--- src/rtl/bmp_export_ctrl.sv ---
// bmp_export_ctrl: sequences a BMP frame export and owns the single frame-memory write port.
// Latency: start->CALC +1 cycle, hdr_start +2, done 1 cycle after pix_done; mem mux is zero-latency.
// Backpressure: start while busy is dropped; host waits for IDLE; start during a host grant is held pending.
// Ports: start/busy/done/err control; crop window in, latched window and sizes out;
//        hdr_*/pix_* sub-block handshakes and write requests; host_* arbitrated requester; mem_* shared port.
module bmp_export_ctrl #(
  parameter int ADDR_W         = 24,
  parameter int DATA_W         = 16,
  parameter int HDR_BYTES      = 54,
  parameter int TIMEOUT_CYCLES = 1048575
) (
  input  logic              clk,
  input  logic              rst_n,
  input  logic              start,
  output logic              busy,
  output logic              done,
  output logic [1:0]        err,
  input  logic [10:0]       xMin,
  input  logic [10:0]       xMax,
  input  logic [10:0]       yMin,
  input  logic [10:0]       yMax,
  output logic [10:0]       win_xMin,
  output logic [10:0]       win_xMax,
  output logic [10:0]       win_yMin,
  output logic [10:0]       win_yMax,
  output logic [12:0]       row_bytes,
  output logic [31:0]       image_bytes,
  output logic [31:0]       file_size,
  output logic [ADDR_W-1:0] pix_base,
  output logic              hdr_start,
  input  logic              hdr_done,
  input  logic [ADDR_W-1:0] hdr_addr,
  input  logic              hdr_wren,
  input  logic [DATA_W-1:0] hdr_wrdata,
  output logic              pix_start,
  input  logic              pix_done,
  input  logic [ADDR_W-1:0] pix_addr,
  input  logic              pix_wren,
  input  logic [DATA_W-1:0] pix_wrdata,
  input  logic              host_req,
  output logic              host_gnt,
  input  logic [ADDR_W-1:0] host_addr,
  input  logic              host_wren,
  input  logic [DATA_W-1:0] host_wrdata,
  output logic [ADDR_W-1:0] mem_addr,
  output logic              mem_wren,
  output logic [DATA_W-1:0] mem_wrdata
);

  typedef enum logic [2:0] {S_IDLE, S_HOST, S_CALC, S_HDR, S_PIX, S_DONE} state_t;

  localparam logic [19:0] TMO     = 20'(TIMEOUT_CYCLES);
  localparam logic [1:0]  ERR_OK  = 2'd0;
  localparam logic [1:0]  ERR_WIN = 2'd1;
  localparam logic [1:0]  ERR_TMO = 2'd2;

  state_t      r_state, w_next;
  logic        r_pend;
  logic [10:0] r_win_xmin, r_win_xmax, r_win_ymin, r_win_ymax;
  logic [12:0] r_row_bytes;
  logic [31:0] r_image_bytes, r_file_size;
  logic [1:0]  r_err;
  logic [19:0] r_wdog;
  logic        r_hdr_start, r_pix_start;

  logic        w_accept;
  logic        w_tmo;
  logic        w_bad;
  logic        w_phase_entry;
  logic [11:0] w_w, w_h;
  logic [13:0] w_row_raw;
  logic [12:0] w_row;
  logic [31:0] w_img;

  // Sizes are computed from the latched window; 12 bits holds W up to 2048.
  assign w_w       = {1'b0, r_win_xmax} - {1'b0, r_win_xmin} + 12'd1;
  assign w_h       = {1'b0, r_win_ymax} - {1'b0, r_win_ymin} + 12'd1;
  assign w_row_raw = 14'(w_w) * 14'd3 + 14'd3;
  assign w_row     = w_row_raw[12:0] & ~13'd3;
  assign w_img     = 32'(w_row) * 32'(w_h);
  assign w_bad     = (r_win_xmax < r_win_xmin) || (r_win_ymax < r_win_ymin);
  assign w_tmo     = (r_wdog == TMO);

  always_comb begin
    w_next   = r_state;
    w_accept = 1'b0;
    unique case (r_state)
      S_IDLE: begin
        // A start latched during a host grant is treated exactly like a live start.
        if (start || r_pend) begin
          w_next   = S_CALC;
          w_accept = 1'b1;
        end else if (host_req) begin
          w_next = S_HOST;
        end
      end
      S_HOST:  if (!host_req) w_next = S_IDLE;
      S_CALC:  w_next = w_bad ? S_DONE : S_HDR;
      S_HDR:   if (hdr_done) w_next = S_PIX; else if (w_tmo) w_next = S_DONE;
      S_PIX:   if (pix_done) w_next = S_DONE; else if (w_tmo) w_next = S_DONE;
      S_DONE:  w_next = S_IDLE;
      default: w_next = S_IDLE;
    endcase
  end

  assign w_phase_entry = (w_next != r_state) && ((w_next == S_HDR) || (w_next == S_PIX));

  always_ff @(posedge clk or negedge rst_n) begin
    if (!rst_n) begin
      r_state       <= S_IDLE;
      r_pend        <= 1'b0;
      r_win_xmin    <= '0;
      r_win_xmax    <= '0;
      r_win_ymin    <= '0;
      r_win_ymax    <= '0;
      r_row_bytes   <= '0;
      r_image_bytes <= '0;
      r_file_size   <= '0;
      r_err         <= ERR_OK;
      r_wdog        <= '0;
      r_hdr_start   <= 1'b0;
      r_pix_start   <= 1'b0;
    end else begin
      r_state     <= w_next;
      r_hdr_start <= (w_next == S_HDR) && (r_state != S_HDR);
      r_pix_start <= (w_next == S_PIX) && (r_state != S_PIX);

      // Saturate so a stalled phase cannot wrap past the limit.
      if (w_phase_entry)   r_wdog <= '0;
      else if (!w_tmo)     r_wdog <= r_wdog + 20'd1;

      if (w_accept)                          r_pend <= 1'b0;
      else if ((r_state == S_HOST) && start) r_pend <= 1'b1;

      if (w_accept) begin
        r_win_xmin <= xMin;
        r_win_xmax <= xMax;
        r_win_ymin <= yMin;
        r_win_ymax <= yMax;
        r_err      <= ERR_OK;
      end

      if (r_state == S_CALC) begin
        r_row_bytes   <= w_row;
        r_image_bytes <= w_img;
        r_file_size   <= w_img + 32'(HDR_BYTES);
        if (w_bad) r_err <= ERR_WIN;
      end

      if (((r_state == S_HDR) && !hdr_done && w_tmo) ||
          ((r_state == S_PIX) && !pix_done && w_tmo))
        r_err <= ERR_TMO;
    end
  end

  // Only the requester owning the current state reaches memory; everyone else is masked.
  always_comb begin
    mem_addr   = '0;
    mem_wren   = 1'b0;
    mem_wrdata = '0;
    unique case (r_state)
      S_HOST: begin
        mem_addr   = host_addr;
        mem_wren   = host_wren;
        mem_wrdata = host_wrdata;
      end
      S_HDR: begin
        mem_addr   = hdr_addr;
        mem_wren   = hdr_wren;
        mem_wrdata = hdr_wrdata;
      end
      S_PIX: begin
        mem_addr   = pix_addr;
        mem_wren   = pix_wren;
        mem_wrdata = pix_wrdata;
      end
      default: begin
        mem_addr   = '0;
        mem_wren   = 1'b0;
        mem_wrdata = '0;
      end
    endcase
  end

  assign busy        = (r_state == S_CALC) || (r_state == S_HDR) || (r_state == S_PIX);
  assign done        = (r_state == S_DONE);
  assign host_gnt    = (r_state == S_HOST);
  assign err         = r_err;
  assign hdr_start   = r_hdr_start;
  assign pix_start   = r_pix_start;
  assign win_xMin    = r_win_xmin;
  assign win_xMax    = r_win_xmax;
  assign win_yMin    = r_win_ymin;
  assign win_yMax    = r_win_ymax;
  assign row_bytes   = r_row_bytes;
  assign image_bytes = r_image_bytes;
  assign file_size   = r_file_size;
  assign pix_base    = ADDR_W'(HDR_BYTES);

endmodule

--- config.mk ---
export PLATFORM = sky130hd
export DESIGN_NAME = bmp_export_ctrl
export DESIGN_NICKNAME = d
export VERILOG_FILES = /design/src/rtl/bmp_export_ctrl.sv
export SDC_FILE = /design/constraint.sdc
export NUM_CORES = 1
export LEC_CHECK = 0
export CAP_MARGIN = 20
export CELL_PAD_IN_SITES_DETAIL_PLACEMENT = 1
export CELL_PAD_IN_SITES_GLOBAL_PLACEMENT = 2
export CORE_ASPECT_RATIO = 1.75
export CORE_UTILIZATION = 31
export CTS_BUF_LIST = sky130_fd_sc_hd__clkbuf_8 sky130_fd_sc_hd__clkbuf_16
export DETAILED_ROUTE_END_ITERATION = 12
export GPL_TIMING_DRIVEN = 0
export HOLD_SLACK_MARGIN = 0.12
export PLACE_DENSITY = 0.95
export SLEW_MARGIN = 20
export SYNTH_ARGS = -nofsm -noshare
export SYNTH_HDL_FRONTEND = slang
export SYNTH_SLANG_ARGS = --single-unit
--- constraint.sdc ---
create_clock -name clk -period 21 [get_ports clk]
set_input_delay 4.2 -clock clk [delete_from_list [all_inputs] [get_ports clk]]
set_output_delay 4.2 -clock clk [all_outputs]
set_load 0.03 [all_outputs]
Yosys cells after proc, flatten, opt, wreduce, memory -nomap -nowiden
Index checks and enable logic that the tools add are counted.

Register bits: 138. Word-level logic and storage cells: 75. Input bits: 173. Output and inout bits: 193.

Equality and inequality tests: 12. Add/subtract/negate cells: 7. Magnitude comparators: 2. Reduce and logical (&&, ||, !) cells: 18. Muxes and demuxes: 21. Multipliers: 2.

Operators with widths (number): 24-bit one-hot mux with 3 select lines (1); 16-bit one-hot mux with 3 select lines (1); 20-bit 2-to-1 mux (2); 25-bit by 6-bit adder with 26-bit output (second input constant) (1); 12-bit by 1-bit adder with 12-bit output (second input constant) (2); 11-bit by 11-bit subtractor with 12-bit output (2); 11-bit by 12-bit multiplier with 23-bit output (1); 11-bit < comparator (2); 3-bit 2-to-1 mux (7); 20-bit by 1-bit adder with 20-bit output (second input constant) (1); 20-bit equality test (second input constant) (1); 3-bit one-hot mux with 5 select lines (1); 13-bit by 2-bit adder with 13-bit output (second input constant) (1); 12-bit by 2-bit multiplier with 13-bit output (second input constant) (1); 3-bit by 2-bit equality test with 1-bit output (second input constant) (3); 3-bit equality test (second input constant) (3); 1-bit logical AND (8); 2-bit 2-to-1 mux (4); 1-bit logical OR (6); 1-bit 2-to-1 mux (4); 3-bit by 1-bit equality test with 1-bit output (second input constant) (1); 3-bit zero test (1); 3-bit by 2-bit inequality test with 1-bit output (second input constant) (1); 3-bit inequality test (1); 5 further kinds (6).

Longest topological paths before layout
Depth in word-level cells: 8. Depth in mapped cells: 40. Depth with buffers taken out: 38.

Worst setup path before layout
No wires, ideal clock.

Path kind: reg2reg. From: register r_win_xmin[1] (netlist: win_xMin[1]). To: register r_file_size[23] (netlist: file_size[23]). Cell stages (with the launch flop): 38. Setup time: 0.095 ns. Path buffers: 1. Required time: 20.905 ns. Data arrival time: 9.296 ns. Slack: 11.608 ns. Period minus slack after synthesis: 9.392 ns. Cells stage by stage: dfrtp_1 -> inv_1 -> ha_1 -> inv_1 -> ha_1 -> fa_1 -> a21o_1 -> a21oi_1 -> nor2b_1 -> o21a_1 -> o21ai_0 -> xnor2_1 -> ha_1 -> ha_1 -> or3_1 -> o211ai_1 -> o21ai_0 -> xor2_1 -> (+2 left out) -> fa_1 -> fa_1 -> inv_1 -> fa_1 -> fa_1 -> inv_1 -> fa_1 -> inv_1 -> ha_1 -> and2_1 -> a311oi_1 -> a21boi_1 -> a31o_2 -> a311oi_1 -> or2_2 -> nor3_2 -> and3_1 -> o31ai_1.

Cells in the longest elaborated chain, start to end: 6.

Ends and longest elaborated chain: start: declaration (RTL line 59) `logic [10:0] r_win_xmin, r_win_xmax, r_win_ymin, r_win_ymax;`; start signal: assignment (RTL line 136) `r_win_xmin <= xMin;`; 11-bit by 11-bit subtractor with 12-bit output (RTL line 76) `assign w_w = {1'b0, r_win_xmax} - {1'b0, r_win_xmin} + 12'd1;`; 12-bit by 1-bit adder with 12-bit output (RTL line 76); 12-bit by 2-bit multiplier with 13-bit output (RTL line 78) `assign w_row_raw = 14'(w_w) * 14'd3 + 14'd3;`; 13-bit by 2-bit adder with 13-bit output (RTL line 78); 11-bit by 12-bit multiplier with 23-bit output (RTL line 80) `assign w_img = 32'(w_row) * 32'(w_h);`; 25-bit by 6-bit adder with 26-bit output (RTL line 146) `r_file_size <= w_img + 32'(HDR_BYTES);`; end signal: assignment (RTL line 146); end: declaration (RTL line 61) `logic [31:0] r_image_bytes, r_file_size;`.

No other way between the ends. A chain may end at the register's enable or synchronous reset.

Worst setup path after layout
From: register r_win_xmin[2] (netlist: win_xMin[2]). To: register r_file_size[25] (netlist: file_size[25]).

Same word-level chain as after synthesis.

==> flow_summary.toml <==
[outcome]
outcome = "completed"

[timing]
max_freq_ghz = 0.0896
slew-limit-headroom_pct = 26.6
finalSetupViolations = 0
maxSlewViolCount = 0
tightestPinTransition_ns = 1.09
hold_viol = 0
rsz0062_at_grt = "no"
period_minus_slack_ns = 11.16
finClkSkew_ns = 0.0193
fin_tns_setup_ns = 0
min_period_over_period_pct = 53.2

[setup_path]
crit_start = "win_xMin[2]$_DFFE_PN0P_"
r2r_end = "file_size[25]$_DFFE_PN0P_"
slowest_delay_ns = 0.69
reg2reg_slack_ns = 9.84
cp_slowest_cell = "a2111oi_0"
path_max_fanout = 10
cp-endpoint = "file_size[25]$_DFFE_PN0P_"
cp-end-kind = "flop"
crit_type = "flop to flop"
worstSetupStartpointType = "flop"
crit_required_ns = 21.36
rr_startpoint = "win_xMin[2]$_DFFE_PN0P_"
cp.arrival_ns = 11.52
reg2reg_depth = 35

[final_layout]
areaGrowthSynthToFinish_pct = 35.8
layout.nets = 2340
drive_above_1_share_pct = 5.22

[min_path]
hold-path-cell-count = 1
hp-class = "flop to flop"

[placed_design]
place.port_buffers = 323
gp_congestion = 0.924
dp_hpwl_um = 44900

[cts]
clkLatencyLatePin_ns = 0.46
tritoncts = "yes"
clockBufferDepth = 2
cts_sinks = 131
postCtsHoldBufs = 0
path_clk_slew_ns = 0.07
numCtsBuffers = 17
cts_resized = 0
htreeDepth = 4
cts_root_buf = "clkbuf_16"
post-cts-setup-buffer-count = 0

[logic_synthesis]
yosysMostFrequentCell = "nand2_1"
synth_edf_count = 0
synth_top_family_by_area = "adder cells"
synthFlopType = "dfrtp_1"
syn_area_per_cell_um2 = 8.53
ys_types = 69
syn_inst = 1557
ys_seq_area_share_pct = 24.7
synth_mux_area_share_pct = 3.65
syn_area_mm2 = 0.0133
yosysWarnings = 0
synth-simple-area-share_pct = 18.5
synthTopCellsByArea = "dfrtp_1, fa_1, ha_1, nand2_1, o21ai_0"
synthArstFlopShare_pct = 100
synth_xor_area_share_pct = 5.94
yosys_register_bits = 131
synth-adder-area-share_pct = 26.9
yosys.area.top_type_share_pct = 24.7
synth-compound-area-share_pct = 11.6
ys_top_cells_by_count = "nand2_1, inv_1, dfrtp_1"
synth_top_cell_by_area = "dfrtp_1"

[global_route]
grt_pass1_vias = 14291
antenna_found_initial = 4
grt_overflow = 0
grt_pass1_wl_um = 80000
grt_util_met2_pct = 51.5
grt_max_degree = 68
use_met1_pct = 20.9
grt_usage_pct = 25.0
top_usage_layer = "met2"
grtUsageMet3_pct = 3.63

[route]
drt_wl_total_um = 52700
drc_errors = 0
drtIter0Drc = 421
post_drt_via_cell_ratio = 5.02
wl_per_cell_um = 20.9
vias = 12650
postRouteAntennaNets = 0
dr.pass1.iters = 4

[floorplan]
row_count = 100
ios = 366
die_area_mm2 = 0.0437
core_region_area_mm2 = 0.0424
start_util_pct = 31.3
die_width_um = 158
die_h_um = 276

[run]
max_cap_violations = 0
## through the flow
stage / area (µm²) / std cells / util [%] / worst slack (ns) / hold slack, ns
after floorplan: 13400 / 1597 / - / 11.61 / 0.485
after global placement: 17400 / 2481 / 40.9 / 10.05 / 0.465
after detailed placement: 17400 / 2483 / 41.1 / 9.96 / 0.469
after CTS: 18000 / 2515 / 42.5 / 9.92 / 0.487
after global routing: 18000 / 2519 / 42.5 / 9.20 / 0.511
final: 18000 / 2519 / 42.5 / 9.84 / 0.481
## state kept, by name, summed over array words and instances, names as in the netlist
name,cells
image_bytes,23
err,2
win_xMin,11
row_bytes,11
r_wdog,20
win_yMin,11
win_yMax,11
pix_start,1
r_pend,1
hdr_start,1
win_xMax,11
r_state,3
file_size,25
## final cells by class
class | count | area [µm²]
diodes | 4 | 10.0
plain buffers | 99 | 529
clock buffers | 18 | 439
clock inverters | 14 | 166
fillers | 5008 | 24400
inverters | 166 | 623
multi-input cells | 1201 | 9010
flip-flops and latches | 131 | 3280
well taps | 561 | 702
repair buffers | 325 | 3270
## logic make-up (layout without fill, tap and decap cells)
family	count (synthesis)	count (layout)
fa+ha+maj	226	226
xor+xnor	90	90
compound gates	252	252
simple gates	543	543
other cells	2	46
buf+inv	265	622
mux	48	48
flops	131	131
## metal layers
metal | wire, µm | up-vias
met5 | 0 | -
met4 | 3620 | 0
met3 | 2190 | 149
met2 | 30800 | 475
met1 | 16100 | 6249
li1 | - | 5777
## worst min path at each step
stage / startpoint / end / slack, ns
finish: file_size[1]$_DFFE_PN0P_ / file_size[1]$_DFFE_PN0P_ / 0.48
global route: file_size[1]$_DFFE_PN0P_ / file_size[1]$_DFFE_PN0P_ / 0.51
global placement: file_size[1]$_DFFE_PN0P_ / file_size[1]$_DFFE_PN0P_ / 0.46
CTS: file_size[13]$_DFFE_PN0P_ / file_size[13]$_DFFE_PN0P_ / 0.49
detailed placement: file_size[1]$_DFFE_PN0P_ / file_size[1]$_DFFE_PN0P_ / 0.47
floorplan: r_pend$_DFFE_PN0P_ / r_pend$_DFFE_PN0P_ / 0.49
## layout by cell type, fill, tap and decap left out, types with 5 or more instances in the layout
cell type        count
a21o_1              13
a21oi_1             41
and2_1              37
and3_1              11
buf_1               10
buf_4               43
clkbuf_1            47
clkbuf_16           17
clkdlybuf4s50_1    322
conb_1              42
dfrtp_1            131
fa_1                99
ha_1               127
inv_1              166
inv_6                5
mux2i_1             44
nand2_1            302
nand2b_1            10
nand3_1             22
nand4_1              6
nor2_1              85
nor2b_1             13
nor3_1              18
nor3b_1              7
nor4_1               5
o211ai_1             6
o21ai_0            127
o21bai_1            12
o31ai_1              6
or2_2                5
xnor2_1             49
xor2_1              40
## critical path: cells and delay by family (launching register included)
family / cells / cell delay (ns)
fa+ha+maj: 10 / 4.34
compound gates: 10 / 2.90
simple gates: 7 / 1.69
xor+xnor: 3 / 1.05
buf+inv: 5 / 0.69
flops: 1 / 0.36
Power is left out: the tool's default activity adds up to more than one toggle a clock period on the data nets, which glitch-free logic cannot reach.
